===== config.mk =====
export PLATFORM = sky130hd
export DESIGN_NAME = tank_grid_mover
export DESIGN_NICKNAME = d
export VERILOG_FILES = /design/src/rtl/tank_pkg.sv /design/src/rtl/tank_key_decode.sv /design/src/rtl/tank_grid_mover.sv
export SDC_FILE = /design/constraint.sdc
export NUM_CORES = 1
export LEC_CHECK = 0
export CAP_MARGIN = 15
export CORE_MARGIN = 3
export CORE_UTILIZATION = 45
export DETAILED_ROUTE_END_ITERATION = 6
export PLACE_DENSITY_LB_ADDON = 0.05
export SYNTH_ARGS = -nofsm -noshare
export SYNTH_HDL_FRONTEND = slang
export SYNTH_SLANG_ARGS = --single-unit

===== constraint.sdc =====
create_clock -name frame_clk -period 10.5 [get_ports frame_clk]
set_clock_uncertainty 0.1 [all_clocks]
set_input_delay 1.575 -clock frame_clk [delete_from_list [all_inputs] [get_ports frame_clk]]
set_output_delay 1.575 -clock frame_clk [all_outputs]
set_load 0.01 [all_outputs]

===== src/rtl/tank_pkg.sv =====
// Shared types and constants for the tank movement and bullet blocks.
package tank_pkg;

   typedef enum logic [1:0] {UP = 2'd0, RIGHT = 2'd1, DOWN = 2'd2, LEFT = 2'd3} dir_t;
   typedef enum logic [1:0] {IDLE = 2'd0, REQ = 2'd1, CHECK = 2'd2} mover_state_t;

   localparam logic [7:0] KEY_W     = 8'h1A;
   localparam logic [7:0] KEY_A     = 8'h04;
   localparam logic [7:0] KEY_S     = 8'h16;
   localparam logic [7:0] KEY_D     = 8'h07;
   localparam logic [7:0] KEY_UP    = 8'h52;
   localparam logic [7:0] KEY_DOWN  = 8'h51;
   localparam logic [7:0] KEY_LEFT  = 8'h50;
   localparam logic [7:0] KEY_RIGHT = 8'h4F;

   localparam logic [1:0] TILE_PASSABLE = 2'd0;

endpackage


===== src/rtl/tank_key_decode.sv =====
// Maps a USB keycode to a direction for one player's keymap (0 = WASD, 1 = arrows).
module tank_key_decode
   import tank_pkg::*;
#(
   parameter int PLAYER = 0
) (
   input  logic [7:0] keycode_i,
   output dir_t       dir_o,
   output logic       valid_o
);

   always_comb begin
      dir_o   = UP;
      valid_o = 1'b0;
      if (PLAYER == 0) begin
         case (keycode_i)
            KEY_W:   begin dir_o = UP;    valid_o = 1'b1; end
            KEY_D:   begin dir_o = RIGHT; valid_o = 1'b1; end
            KEY_S:   begin dir_o = DOWN;  valid_o = 1'b1; end
            KEY_A:   begin dir_o = LEFT;  valid_o = 1'b1; end
            default: ;
         endcase
      end else begin
         case (keycode_i)
            KEY_UP:    begin dir_o = UP;    valid_o = 1'b1; end
            KEY_RIGHT: begin dir_o = RIGHT; valid_o = 1'b1; end
            KEY_DOWN:  begin dir_o = DOWN;  valid_o = 1'b1; end
            KEY_LEFT:  begin dir_o = LEFT;  valid_o = 1'b1; end
            default:   ;
         endcase
      end
   end

endmodule


===== src/rtl/tank_grid_mover.sv =====
// Moves one tank a tile per accepted step, checking the shared tile map through
// a one-cycle synchronous read port before committing.
module tank_grid_mover
   import tank_pkg::*;
#(
   parameter int PLAYER      = 0,
   parameter int TILE_BITS   = 5,
   parameter int GRID_W      = 20,
   parameter int GRID_H      = 15,
   parameter int PIX_W       = 10,
   parameter int MOVE_PERIOD = 5,
   parameter int TURN_FIRST  = 1,
   parameter int START_COL   = (PLAYER == 0) ? 1 : 18,
   parameter int START_ROW   = (PLAYER == 0) ? 13 : 1,
   parameter int ADDR_W      = 9
) (
   input  logic              frame_clk,
   input  logic              Reset,
   input  logic [7:0]        keycode,
   input  logic              respawn,
   output logic              map_rd_en,
   output logic [ADDR_W-1:0] map_addr,
   input  logic [1:0]        map_data,
   output logic [PIX_W-1:0]  TankX,
   output logic [PIX_W-1:0]  TankY,
   output dir_t              facing,
   output logic              moved,
   output logic              blocked
);

   localparam int COL_W = $clog2(GRID_W);
   localparam int ROW_W = $clog2(GRID_H);
   localparam int CD_W  = $clog2(MOVE_PERIOD + 1);
   localparam logic [COL_W-1:0] COL0  = COL_W'(START_COL);
   localparam logic [ROW_W-1:0] ROW0  = ROW_W'(START_ROW);
   localparam logic [COL_W-1:0] COL_MAX = COL_W'(GRID_W - 1);
   localparam logic [ROW_W-1:0] ROW_MAX = ROW_W'(GRID_H - 1);
   localparam logic [CD_W-1:0]  CD_LOAD = CD_W'(MOVE_PERIOD);
   localparam dir_t             DIR0  = (PLAYER == 0) ? UP : DOWN;

   mover_state_t      state_q, state_d;
   logic [COL_W-1:0]  col_q, col_d, tcol_q, tcol_d;
   logic [ROW_W-1:0]  row_q, row_d, trow_q, trow_d;
   dir_t              facing_q, facing_d;
   logic [CD_W-1:0]   cd_q, cd_d;
   logic [ADDR_W-1:0] addr_q, addr_d;
   logic              rd_q, rd_d, moved_q, moved_d, blk_q, blk_d;

   dir_t              key_dir;
   logic              key_vld;
   logic              at_edge;
   logic [COL_W-1:0]  ncol;
   logic [ROW_W-1:0]  nrow;

   tank_key_decode #(.PLAYER(PLAYER)) u_dec (
      .keycode_i (keycode),
      .dir_o     (key_dir),
      .valid_o   (key_vld)
   );

   always_comb begin
      state_d  = state_q;
      col_d    = col_q;
      row_d    = row_q;
      tcol_d   = tcol_q;
      trow_d   = trow_q;
      facing_d = facing_q;
      cd_d     = cd_q;
      addr_d   = addr_q;
      rd_d     = 1'b0;
      moved_d  = 1'b0;
      blk_d    = 1'b0;
      at_edge  = 1'b0;
      ncol     = col_q;
      nrow     = row_q;

      case (state_q)
         IDLE: begin
            if (cd_q != '0) begin
               cd_d = cd_q - 1'b1;
            end else if (key_vld) begin
               if ((TURN_FIRST != 0) && (key_dir != facing_q)) begin
                  facing_d = key_dir;
                  cd_d     = CD_LOAD;
               end else begin
                  facing_d = key_dir;
                  // Edge test happens before the +/-1 so the unsigned math never wraps.
                  case (key_dir)
                     UP:      begin at_edge = (row_q == '0);     nrow = row_q - 1'b1; end
                     DOWN:    begin at_edge = (row_q == ROW_MAX); nrow = row_q + 1'b1; end
                     LEFT:    begin at_edge = (col_q == '0);     ncol = col_q - 1'b1; end
                     default: begin at_edge = (col_q == COL_MAX); ncol = col_q + 1'b1; end
                  endcase
                  if (at_edge) begin
                     blk_d = 1'b1;
                     cd_d  = CD_LOAD;
                  end else begin
                     tcol_d  = ncol;
                     trow_d  = nrow;
                     addr_d  = ADDR_W'(nrow) * ADDR_W'(GRID_W) + ADDR_W'(ncol);
                     rd_d    = 1'b1;
                     state_d = REQ;
                  end
               end
            end
         end
         REQ: state_d = CHECK;
         CHECK: begin
            if (map_data == TILE_PASSABLE) begin
               col_d   = tcol_q;
               row_d   = trow_q;
               moved_d = 1'b1;
            end else begin
               blk_d = 1'b1;
            end
            cd_d    = CD_LOAD;
            state_d = IDLE;
         end
         default: state_d = IDLE;
      endcase

      if (respawn) begin
         state_d  = IDLE;
         col_d    = COL0;
         row_d    = ROW0;
         facing_d = DIR0;
         cd_d     = '0;
         rd_d     = 1'b0;
         moved_d  = 1'b0;
         blk_d    = 1'b0;
      end
   end

   always_ff @(posedge frame_clk or negedge Reset) begin
      if (!Reset) begin
         state_q  <= IDLE;
         col_q    <= COL0;
         row_q    <= ROW0;
         tcol_q   <= COL0;
         trow_q   <= ROW0;
         facing_q <= DIR0;
         cd_q     <= '0;
         addr_q   <= '0;
         rd_q     <= 1'b0;
         moved_q  <= 1'b0;
         blk_q    <= 1'b0;
      end else begin
         state_q  <= state_d;
         col_q    <= col_d;
         row_q    <= row_d;
         tcol_q   <= tcol_d;
         trow_q   <= trow_d;
         facing_q <= facing_d;
         cd_q     <= cd_d;
         addr_q   <= addr_d;
         rd_q     <= rd_d;
         moved_q  <= moved_d;
         blk_q    <= blk_d;
      end
   end

   assign map_rd_en = rd_q;
   assign map_addr  = addr_q;
   assign TankX     = PIX_W'(col_q) << TILE_BITS;
   assign TankY     = PIX_W'(row_q) << TILE_BITS;
   assign facing    = facing_q;
   assign moved     = moved_q;
   assign blocked   = blk_q;

endmodule


==> impl_metrics.csv <==
group,metric,value,unit
min_path,hp-class,"reg2reg",
synth,ys_ff_latch,36,
synth,synth_area,0.002580,mm²
pwr,p_comb_share,19.0,%
job,maxCapViolCount,0,
floorplan,core-area,0.005335,mm²
pwr,p_sw,0.00008779,W
clock_network,postCtsSetupBuffers,0,
pwr,internal_power,0.0002351,W
routing,route.top_layer_used,"met4",
grt,grt_pass1_vias,1974,
setup_path,crit_path_end_kind,"flip-flop",
grt,grt_pass1_wl,9356,µm
synth,ys_async_sr_fraction,100.0,%
placement,placedCellCount,361,
cells_and_area,fin_nets,328,
pwr,p_leak,1.297,nW
routing,firstDrtPassIters,4,
timing,slew_viol_final,0,
timing,fmax,162.0,MHz
routing,final_antenna_net_count,0,
pwr,pwr-share-seq,49.9,%
pwr,p_sw_share,27.19,%
routing,m1WireLength,2764,µm
timing,fin_crit,6173,ps
routing,route.detailed.wl_per_inst,15.14,µm
grt,grt_max_degree,37,
pwr,p_per_area,107.7,mW/mm²
cells_and_area,layout-drive-gt1-share,13.71,%
setup_path,arrival,6250,ps
timing,relSlewSlack,44.50,%
setup_path,critPathKind,"in2reg",
floorplan,die_h,81.72,µm
clock_network,path_clk_slew,70,ps
placement,gp_congestion,0.8801,
placement,dp_hpwl,4050,µm
grt,antenna_found_initial,0,
clock_network,cts_tree,"yes",
pwr,p_total,0.0003229,W
floorplan,rows,26,
run_status,status,"finished clean",
cells_and_area,antenna_cells,0,
synth,synth_ff_type,"dfrtp_1",
timing,worst_slew_pin_slew,832.4,ps
synth,ys_warn_count,0,
timing,finalSetupViolCount,0,
routing,route.met2.wl,2593,µm
setup_path,path_max_fanout,8,
floorplan,io_pins,47,
routing,drt-total-wl,5587,µm
routing,vias,1960,
clock_network,cts_buffers,5,
timing,period_share,58.79,%
clock_network,cts_hold_buf,0,
synth,syn_inst,268,
routing,route.met3.wl,187,µm
placement,io_buffers,35,
routing,viasPerCell,5.312,
routing,drtIter0Drc,107,
pwr,peakVddDrop,0.06403,mV
synth,ys_types,59,
timing,grt_setup_unrepaired,"no",
clock_network,cts_root_buf,"clkbuf_8",
cells_and_area,final_cells,369,
floorplan,fp.dieArea,0.006678,mm²
cells_and_area,syn_to_final_growth,16.25,%
floorplan,die_w,81.72,µm
floorplan,initial_core_util,48.36,%
pwr,p_clk_share,31.1,%
timing,final-hold-violation-count,0,
synth,synth_edf_count,0,
clock_network,cts.sinks,36,
grt,grt_use_total,18.47,%
synth,yosysSeqAreaShare,35.31,%
routing,drc,0,
cells_and_area,nFillCells,504,
clock_network,clock_path_buffers,2,
setup_path,critPathRequiredTime,10580,ps
setup_path,critPathLaunchType,"primary input",
synth,postSynthAreaPerCell,9.627,µm²
clock_network,clock_latency,290,ps
grt,overflow,0,
clock_network,cts_resized,0,
clock_network,htree_levels,2,
timing,tns,0,ps
## cells in the mapped netlist, types with 3 or more instances
master     n  share of area, %
a211o_1    3               1.0
a21o_1     4               1.2
a21oi_1   18               3.5
a31oi_1    3              0.73
buf_4     12               3.5
clkbuf_1   9               1.3
dfrtp_1   28                27
dfstp_2    8               8.1
fa_1       4               3.1
ha_1      13               6.3
inv_1     16               2.3
mux2_2     7               3.1
mux2_4     6               3.5
nand2_1   24               3.5
nand2b_1   5               1.2
nand3b_1   4               1.2
nand4_1    3              0.73
nor2_1    17               2.5
nor2b_1    4              0.97
nor3_1     7               1.4
nor3b_1    3              0.87
nor4_1     4              0.97
o21ai_0    9               1.7
o31ai_1    3              0.87
xnor2_1    6               2.0
xor2_1     7               2.4
## power groups by stage
stage	Sequential (W)	Combinational, W	Clock [W]
after floorplan	0.000168	0.0000306	0
after global placement	0.000164	0.0000611	0
after detailed placement	0.000164	0.0000617	0
after CTS	0.000161	0.0000621	0.000104
after global routing	0.000163	0.0000672	0.000110
final	0.000161	0.0000613	0.000100
## layout make-up
cell class	instances	area, µm²	area share [%]
clock buffers	5	68.82	2.295
inverters	17	68.82	2.295
well taps	70	87.58	2.920
clock inverters	3	18.77	0.6258
repair buffers	36	352.8	11.76
flip-flops and latches	36	910.9	30.37
multi-input cells	202	1491	49.73
## placed cells by master, fill, tap and decap left out, types with 4 or more instances in the layout
cell type	n
conb_1	11
a21oi_1	18
inv_1	16
nor2_1	17
nor4_1	4
xor2_1	7
ha_1	13
clkbuf_8	5
o21ai_0	9
xnor2_1	6
mux2_2	7
nor2b_1	4
dfrtp_1	28
nand2_1	24
nand2b_1	5
fa_1	4
mux2_4	6
dfstp_2	8
nand3b_1	4
clkdlybuf4s50_1	34
a21o_1	4
nor3_1	7
## cells by family (layout without fill, tap and decap cells)
| kind of cell | Yosys count | count (layout) | synth area share [%] |
|---|---|---|---|
| mux | 15 | 15 | 7.372 |
| xor+xnor | 14 | 14 | 5.286 |
| compound gates | 55 | 55 | 14.65 |
| flops | 36 | 36 | 35.31 |
| other cells | 1 | 11 | 0.1454 |
| fa+ha+maj | 17 | 17 | 9.409 |
| buf+inv | 40 | 61 | 8.342 |
| simple gates | 90 | 90 | 19.50 |
## registers in the layout (all words and copies together) (netlist names)
signal,cells
map_addr,8
col_q,5
tcol_q,5
row_q,4
trow_q,4
cd_q,3
facing,2
state_q,2
blocked,1
map_rd_en,1
moved,1
## path summary, 6_finish.rpt
kind / start / to / cells past startpoint / slack (ps)
max: keycode[7] / map_addr[7]$_DFFE_PN0P_ / 17 / 4330
max in group asynchronous: Reset / map_addr[3]$_DFFE_PN0P_ / 1 / 8490
max reg2reg: row_q[1]$_DFFE_PN0P_ / map_addr[7]$_DFFE_PN0P_ / 14 / 6530
min: state_q[1]$_DFFE_PN0P_ / state_q[1]$_DFFE_PN0P_ / 1 / 370
min reg2reg: state_q[1]$_DFFE_PN0P_ / state_q[1]$_DFFE_PN0P_ / 1 / 370
min in group asynchronous: Reset / facing[0]$_DFFE_PN0P_ / 1 / 1270
## stage by stage
step / area, µm² / util [%] / setup slack, ps / hold WS [ps]
finish: 2999 / 56.21 / 4327 / 367.5
detailed placement: 2912 / 54.57 / 4017 / 358.7
global route: 2999 / 56.21 / 4003 / 377.8
floorplan: 2618 / - / 4742 / 331.6
global placement: 2912 / 54.57 / 4134 / 351.5
CTS: 2999 / 56.21 / 4321 / 369.0
## worst max-delay path, stage by stage
cell and delay [ps]:
clkdlybuf4s50_1 420, or3_1 530, or3_4 470, ha_1 290, a21o_1 180, a21oi_1 150, o21ai_0 140, a21boi_0 360
nor2_1 110, ha_1 300, ha_1 210, inv_1 70, fa_1 470, nor3b_1 280, xor2_1 180, xnor3_1 220
mux2_4 270
## routing by layer
metal	global-route usage, %	up-vias
met3	3.509	6
li1	-	977
met5	0	-
met4	4.983	0
met2	30.45	37
met1	24.79	940
Power figures use the tool's default switching activity.
